<file path="src/rtl/maple_txn_controller.sv">
// Maple Bus port transaction sequencer.
// Arms the frame transmitter, owns the SDCKA/SDCKB pad output-enable, turns
// the bus around for a reply, enforces reply timeouts and reports exactly one
// completion status per transaction.
module maple_txn_controller #(
  parameter int C_TIMEOUT_TICKS    = 20000,
  parameter int C_TURNAROUND_TICKS = 16,
  parameter int C_CNT_WIDTH        = 16
) (
  input  logic       S_AXIS_ACLK,
  input  logic       S_AXIS_ARESETN,
  input  logic       START,
  input  logic       EXPECT_REPLY,
  input  logic       ABORT,
  output logic       BUSY,
  output logic       DONE,
  output logic [1:0] STATUS,
  output logic       TX_ENABLE,
  input  logic       TX_BUSY,
  output logic       OE,
  output logic       RX_ENABLE,
  input  logic       RX_BUSY,
  input  logic       RX_DONE,
  input  logic       RX_ERROR
);

  typedef enum logic [2:0] {
    S_IDLE       = 3'd0,
    S_TX_ARM     = 3'd1,
    S_TX_RUN     = 3'd2,
    S_TURNAROUND = 3'd3,
    S_RX_WAIT    = 3'd4,
    S_RX_RUN     = 3'd5,
    S_FINISH     = 3'd6
  } state_t;

  localparam logic [1:0] ST_OK      = 2'b00;
  localparam logic [1:0] ST_TIMEOUT = 2'b01;
  localparam logic [1:0] ST_RXERR   = 2'b10;
  localparam logic [1:0] ST_ABORTED = 2'b11;

  // Timer values on which the bounded states leave.
  localparam logic [C_CNT_WIDTH-1:0] TIMEOUT_LAST = C_CNT_WIDTH'(C_TIMEOUT_TICKS - 1);
  localparam logic [C_CNT_WIDTH-1:0] TURN_LAST    = C_CNT_WIDTH'(C_TURNAROUND_TICKS - 1);
  localparam logic [C_CNT_WIDTH-1:0] CNT_ONE      = C_CNT_WIDTH'(1);

  // Output bundle order: {busy, done, tx_enable, oe, rx_enable}.
  localparam logic [4:0] OUTS_RESET = 5'b00010;

  // Moore output decode; evaluated on the next state so outputs come straight
  // from flops with no input-to-output path.
  function automatic logic [4:0] decode_outputs(input state_t s);
    logic [4:0] o;
    case (s)
      S_IDLE:       o = 5'b00010;
      S_TX_ARM:     o = 5'b10110;
      S_TX_RUN:     o = 5'b10010;
      S_TURNAROUND: o = 5'b10000;
      S_RX_WAIT:    o = 5'b10001;
      S_RX_RUN:     o = 5'b10001;
      S_FINISH:     o = 5'b11010;
      default:      o = 5'b00010;
    endcase
    return o;
  endfunction

  state_t                 state_q, state_d;
  logic [C_CNT_WIDTH-1:0] timer_q, timer_d;
  logic                   reply_q, reply_d;
  logic                   abort_q, abort_d;
  logic [1:0]             status_q, status_d;
  logic [4:0]             outs_q, outs_d;
  logic                   finish_s;
  logic [1:0]             fin_status_s;

  // Next-state logic, event priority and completion status selection.
  always_comb begin
    state_d      = state_q;
    reply_d      = reply_q;
    finish_s     = 1'b0;
    fin_status_s = ST_OK;
    case (state_q)
      S_IDLE: begin
        // ABORT has no meaning before a transaction is started.
        if (START) begin
          state_d = S_TX_ARM;
          reply_d = EXPECT_REPLY;
        end else begin
          state_d = S_IDLE;
        end
      end
      S_TX_ARM: begin
        if (ABORT) begin
          finish_s     = 1'b1;
          fin_status_s = ST_ABORTED;
        end else if (TX_BUSY) begin
          state_d = S_TX_RUN;
        end else if (timer_q == TIMEOUT_LAST) begin
          finish_s     = 1'b1;
          fin_status_s = ST_TIMEOUT;
        end else begin
          state_d = S_TX_ARM;
        end
      end
      S_TX_RUN: begin
        // The frame cannot be cut short; an abort only takes effect once the
        // transmitter has released the line.
        if (TX_BUSY) begin
          state_d = S_TX_RUN;
        end else if (abort_q || ABORT) begin
          finish_s     = 1'b1;
          fin_status_s = ST_ABORTED;
        end else if (reply_q) begin
          state_d = S_TURNAROUND;
        end else begin
          finish_s     = 1'b1;
          fin_status_s = ST_OK;
        end
      end
      S_TURNAROUND: begin
        if (ABORT) begin
          finish_s     = 1'b1;
          fin_status_s = ST_ABORTED;
        end else if (timer_q == TURN_LAST) begin
          state_d = S_RX_WAIT;
        end else begin
          state_d = S_TURNAROUND;
        end
      end
      S_RX_WAIT: begin
        if (ABORT) begin
          finish_s     = 1'b1;
          fin_status_s = ST_ABORTED;
        end else if (RX_ERROR) begin
          finish_s     = 1'b1;
          fin_status_s = ST_RXERR;
        end else if (RX_DONE) begin
          finish_s     = 1'b1;
          fin_status_s = ST_OK;
        end else if (RX_BUSY) begin
          state_d = S_RX_RUN;
        end else if (timer_q == TIMEOUT_LAST) begin
          finish_s     = 1'b1;
          fin_status_s = ST_TIMEOUT;
        end else begin
          state_d = S_RX_WAIT;
        end
      end
      S_RX_RUN: begin
        // No timeout here: the receiver always terminates a started frame.
        if (ABORT) begin
          finish_s     = 1'b1;
          fin_status_s = ST_ABORTED;
        end else if (RX_ERROR) begin
          finish_s     = 1'b1;
          fin_status_s = ST_RXERR;
        end else if (RX_DONE) begin
          finish_s     = 1'b1;
          fin_status_s = ST_OK;
        end else begin
          state_d = S_RX_RUN;
        end
      end
      S_FINISH: begin
        state_d = S_IDLE;
      end
      default: begin
        state_d = S_IDLE;
      end
    endcase

    if (finish_s) begin
      state_d  = S_FINISH;
      status_d = fin_status_s;
    end else begin
      status_d = status_q;
    end
  end

  // Abort latch: collects ABORT while the frame is on the wire, empty elsewhere.
  always_comb begin
    if (state_q == S_TX_RUN) begin
      abort_d = abort_q | ABORT;
    end else begin
      abort_d = 1'b0;
    end
  end

  // State timer: restarts on every state change, counts otherwise.
  always_comb begin
    if (state_d != state_q) begin
      timer_d = '0;
    end else begin
      timer_d = timer_q + CNT_ONE;
    end
  end

  // Registered output decode of the upcoming state.
  always_comb begin
    outs_d = decode_outputs(state_d);
  end

  // State, timer, latches and output registers.
  always_ff @(posedge S_AXIS_ACLK or negedge S_AXIS_ARESETN) begin
    if (!S_AXIS_ARESETN) begin
      state_q  <= S_IDLE;
      timer_q  <= '0;
      reply_q  <= 1'b0;
      abort_q  <= 1'b0;
      status_q <= ST_OK;
      outs_q   <= OUTS_RESET;
    end else begin
      state_q  <= state_d;
      timer_q  <= timer_d;
      reply_q  <= reply_d;
      abort_q  <= abort_d;
      status_q <= status_d;
      outs_q   <= outs_d;
    end
  end

  assign BUSY      = outs_q[4];
  assign DONE      = outs_q[3];
  assign TX_ENABLE = outs_q[2];
  assign OE        = outs_q[1];
  assign RX_ENABLE = outs_q[0];
  assign STATUS    = status_q;

endmodule

</file>
<file path="config.mk">
export PLATFORM = sky130hd
export DESIGN_NAME = maple_txn_controller
export DESIGN_NICKNAME = d
export VERILOG_FILES = /design/src/rtl/maple_txn_controller.sv
export SDC_FILE = /design/constraint.sdc
export NUM_CORES = 1
export LEC_CHECK = 0
export CORE_UTILIZATION = 41
export CTS_CLUSTER_DIAMETER = 60
export CTS_CLUSTER_SIZE = 8
export DETAILED_ROUTE_END_ITERATION = 10
export PLACE_DENSITY = 0.62
export REMOVE_ABC_BUFFERS = 1
export SLEW_MARGIN = 20
export SYNTH_ARGS = -nofsm -noshare
export SYNTH_HDL_FRONTEND = slang
export SYNTH_SLANG_ARGS = --single-unit
</file>
<file path="constraint.sdc">
create_clock -name S_AXIS_ACLK -period 4.5 [get_ports S_AXIS_ACLK]
set_input_delay 0.675 -clock S_AXIS_ACLK [delete_from_list [all_inputs] [get_ports S_AXIS_ACLK]]
set_output_delay 0.675 -clock S_AXIS_ACLK [all_outputs]
set_load 0.1 [all_outputs]
</file>
Yosys cells after proc, flatten, opt, wreduce, memory -nomap -nowiden

Cells that the tools add are included.

Input port bits: 9
Flip-flop bits (word level): 28
Logic and storage cells: 76
Output and inout bits: 7

Bitwise operators: 1
Equal/unequal tests: 14
Reduce and logical (&&, ||, !) cells: 4
Add/subtract/negate cells: 1
Mux-type cells: 50

Operator list:

| cell                                                                    | number |
|---|---|
| 3-bit 2-to-1 mux                                                        | 17 |
| 5-bit one-hot mux with 5 select lines                                   | 1 |
| 2-bit 2-to-1 mux                                                        | 10 |
| 1-bit 2-to-1 mux                                                        | 18 |
| 3-bit one-hot mux with 6 select lines                                   | 1 |
| 16-bit by 1-bit adder with 16-bit output, second input constant         | 1 |
| 16-bit by 15-bit equality test with 1-bit output, second input constant | 1 |
| 16-bit by 4-bit equality test with 1-bit output, second input constant  | 1 |
| 16-bit 2-to-1 mux                                                       | 1 |
| 3-bit equality test, second input constant                              | 5 |
| 3-bit by 2-bit equality test with 1-bit output, second input constant   | 4 |
| 2-bit one-hot mux with 5 select lines                                   | 1 |
| 3-bit by 1-bit equality test with 1-bit output, second input constant   | 2 |
| 1-bit one-hot mux with 5 select lines                                   | 1 |
| 3-bit zero test                                                         | 1 |
| 3-bit inequality test                                                   | 1 |
| 2-bit AND reduction                                                     | 1 |
| 2-bit OR reduction                                                      | 1 |
| 1-bit logical OR                                                        | 1 |
| 1-bit bitwise OR                                                        | 1 |

Longest topological paths before layout

Gate-level depths: netlist of run 1.

Depth after elaboration: 11
Mapped depth: 9
Gate-level depth less buffers: 9

Least setup slack after synthesis of run 1

No wires, ideal clock.

Kind: input-to-reg
From: in ABORT
To: reg timer_q[10]
Data arrival time: 2.470 ns
Cell stages on the path: 8
Data required time: 4.404 ns
Library setup time: 0.096 ns
Path slack: 1.935 ns
Buffers on the path: 2
Cells stage by stage: clkbuf_1 nor2_1 nand3_1 or2_1 a311oi_4 mux2_4 buf_6 nor4_2

Longest elaborated chain between the ends: 7
Elaborated cells on any way between the ends: 18
Classes of those cells: 1 x eq/ne; 16 x mux; 1 x reduce/logical

Ends and longest elaborated chain:

| item                                                                                                  | line | source |
|---|---|---|
| start: declaration                                                                                    | 14   | `input logic ABORT,` |
| 1-bit logical OR                                                                                      | 110  | `end else if (abort_q \|\| ABORT) begin` |
| 3-bit 2-to-1 mux / 1-bit 2-to-1 mux (equally long branches)                                           | 110  |  |
| 3-bit 2-to-1 mux / 1-bit 2-to-1 mux (equally long branches)                                           | 108  | `if (TX_BUSY) begin` |
| 3-bit one-hot mux with 6 select lines / 1-bit one-hot mux with 5 select lines (equally long branches) | 82   | `case (state_q)` |
| 3-bit 2-to-1 mux *                                                                                    | 172  | `if (finish_s) begin` |
| 3-bit inequality test *                                                                               | 191  | `if (state_d != state_q) begin` |
| 16-bit 2-to-1 mux *                                                                                   | 191  |  |
| net timer_d[10]                                                                                       | 68   | `logic [C_CNT_WIDTH-1:0] timer_q, timer_d;` |
| end signal: assignment                                                                                | 214  | `timer_q <= timer_d;` |
| end: declaration                                                                                      | 68   |  |

The timed path passes the listed nets; every way through them passes the cells marked *.
A chain may end at the register's enable or synchronous reset.

Final worst setup path of run 1

From: reg state_q[1]
To: reg timer_q[4]

Longest elaborated chain between the ends: 9
Elaborated cells on any way between the ends: 26
Classes of those cells: 6 x eq/ne; 19 x mux; 1 x reduce/logical

Ends and longest elaborated chain:

| item                                  | line | source |
|---|---|---|
| start: declaration                    | 67   | `state_t state_q, state_d;` |
| start signal: assignment              | 213  | `state_q <= state_d;` |
| 3-bit 2-to-1 mux                      | 142  | `end else if (timer_q == TIMEOUT_LAST) begin` |
| 3-bit 2-to-1 mux                      | 140  | `end else if (RX_BUSY) begin` |
| 3-bit 2-to-1 mux                      | 137  | `end else if (RX_DONE) begin` |
| 3-bit 2-to-1 mux                      | 134  | `end else if (RX_ERROR) begin` |
| 3-bit 2-to-1 mux                      | 131  | `if (ABORT) begin` |
| 3-bit one-hot mux with 6 select lines | 82   |  |
| 3-bit 2-to-1 mux                      | 172  |  |
| 3-bit inequality test *               | 191  |  |
| 16-bit 2-to-1 mux *                   | 191  |  |
| net timer_d[4]                        | 68   |  |

Marked as above.

==> reports/metrics.yaml, run 1 <==
clocking:
  htree_levels: 1
  tritoncts: "done"
  root_buffer: "clkbuf_8"
  post_cts_buffers: 0
  cts_resized: 0
  cts_buffer_depth: 2
  clk_latency_ps: 270
  holdBufCountCts: 0
  cts.sinks: 28
  cts.clk_slew.worst_paths_ps: 90
  cts_buffers: 3
sta:
  fin_crit_ps: 3200
  setup_tns_ps: 0
  hold_viol: 0
  fmax_mhz: 313
  rsz0062_at_grt: "false"
  worst_pin_slew_ps: 977
  timing.final.crit_share_pct: 71.0
  setup-violations-final: 0
  relSlewSlack_pct: 34.7
  clock_skew_ps: 3.73
  timing_max_transition_violations_final: 0
  holdWs_ps: 498
detailed_routing:
  antenna_left: 0
  vias: 1465
  drc: 0
  wl_per_cell_um: 15.1
  viasPerCell: 5.81
  wl_um: 3810
  drt_first_pass_iters: 4
  drt_iter0_drc: 102
worst_setup_path:
  critical_path_class: "register to register"
  critical_path_arrival_ps: 3360
  timing.critical_path.buf_inv: 1
  critical_path_required_ps: 4670
  path_max_fanout: 22
  crit_path_max_incr_delay_ps: 770
  critPathLaunchType: "register"
  cp_slowest_cell: "dfrtp_1"
  crit_chain: "inv_1 > ha_1 > or4b_1 > a32o_1 > or3_4 > nand3_2 > o311ai_4 > nor4_1"
  crit_family: "simple AND/OR/NAND/NOR gates"
  cp-end-kind: "register"
  r2r_setup_slack_ps: 1300
die:
  start_util_pct: 42.5
  ios: 16
  row_count: 24
  dieArea_sq_um: 4780
  fp.coreArea_sq_um: 4350
  die_h_um: 69.2
  die_w_um: 69.2
placed_design:
  gp_congestion: 0.914
  io_buffers: 15
  dpl.hpwl_um: 2800
global_route:
  grt_max_degree: 29
  overflow: 0
  grt_usage_pct: 17.5
  antenna_found_initial: 0
  grt_pass1_vias: 1470
  grt_pass1_wl_um: 6910
pwr:
  p_leak_nw: 0.778
  p_seq_share_pct: 28.7
  intPower_mw: 0.659
  power.share.combinational_pct: 57.0
  swShare_pct: 51.8
  pwr-share-clk_pct: 14.3
  vdd_drop_max_v: 0.000350
  power.switching_mw: 0.707
  powerDensity_nw_per_um2: 659
finish:
  diodes: 0
  fin_nets: 213
  area_delta_synth_final_pct: 12.2
  drive_gt1_share_pct: 14.0
synth:
  yosys.area.top_type_share_pct: 36.5
  yosysWarnings: 0
  synth-edff-count: 0
  yosys-top-cells-area: "dfrtp_1 (37%), nor4_2 (7.4%), xnor2_1 (3.3%)"
  synth_area_leader_cell: "dfrtp_1"
  syn_area_sq_um: 1850
  synthCells: 192
  seq_area_frac_synth_pct: 38.0
  synth_cell_types: 50
  synth-seq-cells: 28
  async_flop_share_pct: 100
  avgSynthCellArea_sq_um: 9.63
  ys.flop_type: "dfrtp_1"
run:
  max_cap_viol_count: 0
worst_hold_path:
  hp-class: "register to register"
run_status:
  status: "finished, final reports clean"
==> synth_stat cells, drive strengths merged, types with 5 or more instances <==
master   n
and3     7
buf      6
clkbuf   6
dfrtp   27
nand2   15
nand3   11
nor2    13
nor2b    5
nor3     8
nor4    18
o21ai   12
xnor2    7
xor2     7
==> layer usage <==
layer  vias to the layer above  wire length [um]  GRT usage, %  share of wire (%)
li1                        725                 -             -                  -
met1                       720              1850          24.2                 48
met2                        16              1830          28.5                 48
met3                         4                95          2.63                2.5
met4                         0                41          4.54                1.1
met5                         -                 0             0                  0
==> cells in the final DEF (no fill, tap or decap), drive strengths merged, types with 2 or more instances in the layout <==
master | netlist | final
dfrtp | 27 | 27
nor4 | 18 | 18
clkdlybuf4s50 | 0 | 15
nand2 | 15 | 15
nor2 | 13 | 13
o21ai | 12 | 12
nand3 | 11 | 11
nor3 | 8 | 8
and3 | 7 | 7
xor2 | 7 | 7
xnor2 | 7 | 7
nor2b | 5 | 5
o31ai | 4 | 4
nor4b | 4 | 4
nand2b | 4 | 4
a21oi | 4 | 4
inv | 4 | 4
ha | 3 | 3
clkbuf | 6 | 3
nand4 | 3 | 3
or3 | 3 | 3
a221oi | 2 | 2
a31oi | 2 | 2
or2 | 2 | 2
==> per-stage QoR <==
step / setup slack, ps / power, mW / utilization [%] / instance area (sq um) / instances
after floorplan: 1720 / 0.992 / - / 1780 / 180
after CTS: 1350 / 1.37 / 47.6 / 2070 / 252
after global placement: 1300 / 1.17 / 46.0 / 2000 / 248
after global routing: 1040 / 1.46 / 47.6 / 2070 / 252
final: 1300 / 1.37 / 47.6 / 2070 / 252
after detailed placement: 1290 / 1.17 / 46.0 / 2000 / 248
==> tightest hold or removal path: cells and delay by family (launching register included) <==
| family | cells | cell delay (ps) |
|---|---|---|
| AOI/OAI and AO/OA | 1 | 60 |
| and+or+nand+nor | 1 | 50 |
| DFF | 1 | 360 |
==> worst paths after layout <==
kind	startpoint	end	depth (start not counted)
worst max-delay path	state_q[1]$_DFF_PN0_	timer_q[4]$_DFF_PN0_	8
worst min-delay path	STATUS[1]$_DFFE_PN0P_	STATUS[1]$_DFFE_PN0P_	2
worst max register to register	state_q[1]$_DFF_PN0_	timer_q[4]$_DFF_PN0_	8
worst min register to register	STATUS[1]$_DFFE_PN0P_	STATUS[1]$_DFFE_PN0P_	2
max in group asynchronous	S_AXIS_ARESETN	outs_q[1]$_DFF_PN1_	2
min in group asynchronous	S_AXIS_ARESETN	abort_q$_DFF_PN0_	2
==> sequential cells by signal, summed over array words and instances, names as in the netlist <==
name     count
outs_q       5
abort_q      1
STATUS       2
reply_q      1
state_q      3
timer_q     16
==> cell families (layout without fill, tap and decap cells) <==
family / after synthesis / in the layout / synth area share [%]
XOR/XNOR: 14 / 14 / 6.63
multiplexers: 2 / 2 / 1.35
AND/OR/NAND/NOR: 97 / 97 / 34.4
adder cells (fa/ha/maj): 3 / 3 / 2.03
buffers and inverters: 16 / 24 / 4.53
flip-flops: 28 / 28 / 38.0
AO/OA/AOI/OAI: 32 / 32 / 13.1
==> power groups by stage <==
stage | Sequential, mW | Clock (mW) | Combinational, mW
6_report | 0.392 | 0.195 | 0.779
5_1_grt | 0.404 | 0.209 | 0.844
4_1_cts | 0.392 | 0.203 | 0.780
3_5_place_dp | 0.397 | 0 | 0.777
3_3_place_gp | 0.393 | 0 | 0.773
2_1_floorplan | 0.538 | 0 | 0.454
==> final cells by class <==
type                            count  area, sq um
Fill cell                         416         2280
Inverter                            4         15.0
Clock buffer                        3         41.3
Clock inverter                      1         30.0
Timing Repair Buffer               16          158
Multi-Input combinational cell    148         1060
Tap cell                           52         65.1
Sequential cell                    28          702
Note: power is estimated with default switching activity, not from simulation.
==> run 2: changes to the inputs <==
--- a/config.mk
+++ b/config.mk
@@ -9,7 +9,7 @@
 export CTS_CLUSTER_DIAMETER = 60
 export CTS_CLUSTER_SIZE = 8
 export DETAILED_ROUTE_END_ITERATION = 10
-export PLACE_DENSITY = 0.62
+export PLACE_DENSITY = 0.64
 export REMOVE_ABC_BUFFERS = 1
 export SLEW_MARGIN = 20
 export SYNTH_ARGS = -nofsm -noshare
==> constraint.sdc (replaced) <==
create_clock -name S_AXIS_ACLK -period 2.9 [get_ports S_AXIS_ACLK]
set_input_delay 0.435 -clock S_AXIS_ACLK [delete_from_list [all_inputs] [get_ports S_AXIS_ACLK]]
set_output_delay 0.435 -clock S_AXIS_ACLK [all_outputs]
set_load 0.1 [all_outputs]
==> run 2 against run 1 <==
Global-route usage fell by 0.58 points. Design area rose by 3.2%. Sequential power grew 36%. Non-clock buffer count grew 13. First-iteration DRC count is 5.9% lower. Clock power increased by 10%. Critical path depth decreased by 1. Sequential share of layout area is 1.0 points lower. Via count up 2.8%. Routed wire length rose by 1.1%. Final cell count increased by 5.2%.
==> reports/metrics.yaml, run 2 (synthesized netlist as in run 1, its figures left out) <==
run_status:
  status: "finished, final reports clean"
finish:
  fin_nets: 226  # +6.1%
  area_delta_synth_final_pct: 15.8
  mostFrequentLayoutCells: "dfrtp_1 (27), buf_4 (20), nand2_1 (14), nor2_1 (13), nor4_2 (11)"
  top_register: "timer_q"
  diodes: 0  # unchanged
  reg_top3: "timer_q x16, outs_q x5, state_q x3"
  mostFrequentLayoutCell: "dfrtp_1"
  largest_reg_flops: 16  # unchanged
  drive_gt1_share_pct: 22.1  # +8.1 points
global_route:
  grt_pass1_wl_um: 6600  # -4.6%
  overflow: 0  # unchanged
  antenna_found_initial: 0  # unchanged
  grt_usage_pct: 16.9  # -0.58 points
  grt_max_degree: 29  # unchanged
  grt_pass1_vias: 1439  # -2.1%
sta:
  relSlewSlack_pct: 72.2  # +37 points
  setup_slack_ps: 259  # -1040 ps
  rsz0062_at_grt: "false"
  setup-violations-final: 0  # unchanged
  clock_skew_ps: 3.85  # +0.120 ps
  fin_crit_ps: 2640  # -555 ps
  hold_viol: 0  # unchanged
  worst_pin_slew_ps: 414  # -563 ps
  timing_max_transition_violations_final: 0  # unchanged
  timing.final.crit_share_pct: 91.1  # +20 points
  fmax_mhz: 379  # +21%
  holdWs_ps: 487  # -10.9 ps
  setup_tns_ps: 0  # unchanged
pwr:
  vdd_drop_max_v: 0.000462  # +32%
  p_leak_nw: 0.843  # +8.3%
  powerDensity_nw_per_um2: 1030  # +56%
worst_hold_path:
  hp-class: "register to register"
  min_path_cells: 2  # unchanged
worst_setup_path:
  critPathLaunchType: "register"
  path_max_fanout: 16  # -27%
  critical_path_required_ps: 3070  # -1600 ps
  critical_path_class: "register to register"
  r2r_cells: 7  # -1
  critical_path_arrival_ps: 2810  # -550 ps
  cp-end-kind: "register"
placed_design:
  dpl.hpwl_um: 2720  # -2.8%
  io_buffers: 15  # unchanged
  gp_congestion: 0.920  # +0.60%
  pre_cts_slack_ps: 131  # -1160 ps
detailed_routing:
  antenna_left: 0  # unchanged
  drc: 0  # unchanged
  vias: 1506  # +2.8%
  wl_per_cell_um: 14.5  # -3.8%
  drt_iter0_drc: 96  # -5.9%
  viasPerCell: 5.68  # -2.2%
  drt_first_pass_iters: 4  # unchanged
  wl_um: 3850  # +1.1%
clocking:
  clk_latency_ps: 270  # about the same
  cts_buffers: 3  # unchanged
  cts.sinks: 28  # unchanged
  htree_levels: 1  # unchanged
  cts_resized: 0  # unchanged
  root_buffer: "clkbuf_8"
  cts_buffer_depth: 2  # unchanged
  holdBufCountCts: 0  # unchanged
  tritoncts: "done"
  cts.clk_slew.worst_paths_ps: 90  # about the same
  post_cts_buffers: 0  # unchanged
die:
  start_util_pct: 42.5  # unchanged
  ios: 16  # unchanged
  die_w_um: 69.2  # unchanged
  dieArea_sq_um: 4780  # unchanged
  die_h_um: 69.2  # unchanged
  row_count: 24  # unchanged
  fp.coreArea_sq_um: 4350  # unchanged
run:
  max_cap_viol_count: 0  # unchanged
run 2: changes by cell type in the layout (fill, tap and decap cells not counted):
cell / change
clkdlybuf4s50_1: -7
buf_4: +19
buf_12: +1
bufinv_16: -1
clkbuf_1: +1
run 2: worst max-delay path, stage by stage (launching register included):
cell and delay (ps):
dfrtp_1 420, ha_1 200, and3_1 270, nand3_2 180
or2_1 310, a311oi_4 410, mux2_4 440, nor4b_1 300
run 2: final timing paths:
path	from	endpoint	slack [ps]
max in group asynchronous	S_AXIS_ARESETN	outs_q[1]$_DFF_PN1_	2040
worst max register to register	timer_q[0]$_DFF_PN0_	timer_q[1]$_DFF_PN0_	260
worst min register to register	STATUS[0]$_DFFE_PN0P_	STATUS[0]$_DFFE_PN0P_	490
worst min-delay path	STATUS[0]$_DFFE_PN0P_	STATUS[0]$_DFFE_PN0P_	490
worst max-delay path	timer_q[0]$_DFF_PN0_	timer_q[1]$_DFF_PN0_	260
min in group asynchronous	S_AXIS_ARESETN	reply_q$_DFFE_PN0P_	540
run 2: metal layers:
| layer | vias up | global-route usage [%] | wire length [um] |
|---|---|---|---|
| li1 | 750 | - | - |
| met1 | 724 | 23.4 | 1880 |
| met2 | 27 | 27.0 | 1770 |
| met3 | 5 | 1.75 | 140 |
| met4 | 0 | 6.80 | 62 |
| met5 | - | 0 | 0 |
run 2: layout make-up:
type	instances	area [sq um]
clock buffer	4	45.0
fill	401	2210
inverter	4	15.0
multi-input combinational	148	1060
sequential	28	702
tap	52	65.1
timing repair buffer	29	250
run 2: where the power goes:
| group | switching [mW] | internal (mW) | total, mW |
|---|---|---|---|
| logic | 0.956 | 0.493 | 1.45 |
| registers | 0.0529 | 0.479 | 0.532 |
| clock network | 0.116 | 0.0985 | 0.215 |
run 2: through the flow:
stage	instances	power (mW)	cell area, sq um	util, %
5_1_grt	265	2.35	2140	49.2
6_report	265	2.20	2140	49.2
4_1_cts	265	2.22	2140	49.2
3_3_place_gp	261	2.00	2100	48.1
2_1_floorplan	180	1.54	1780	-
3_5_place_dp	261	1.99	2100	48.1
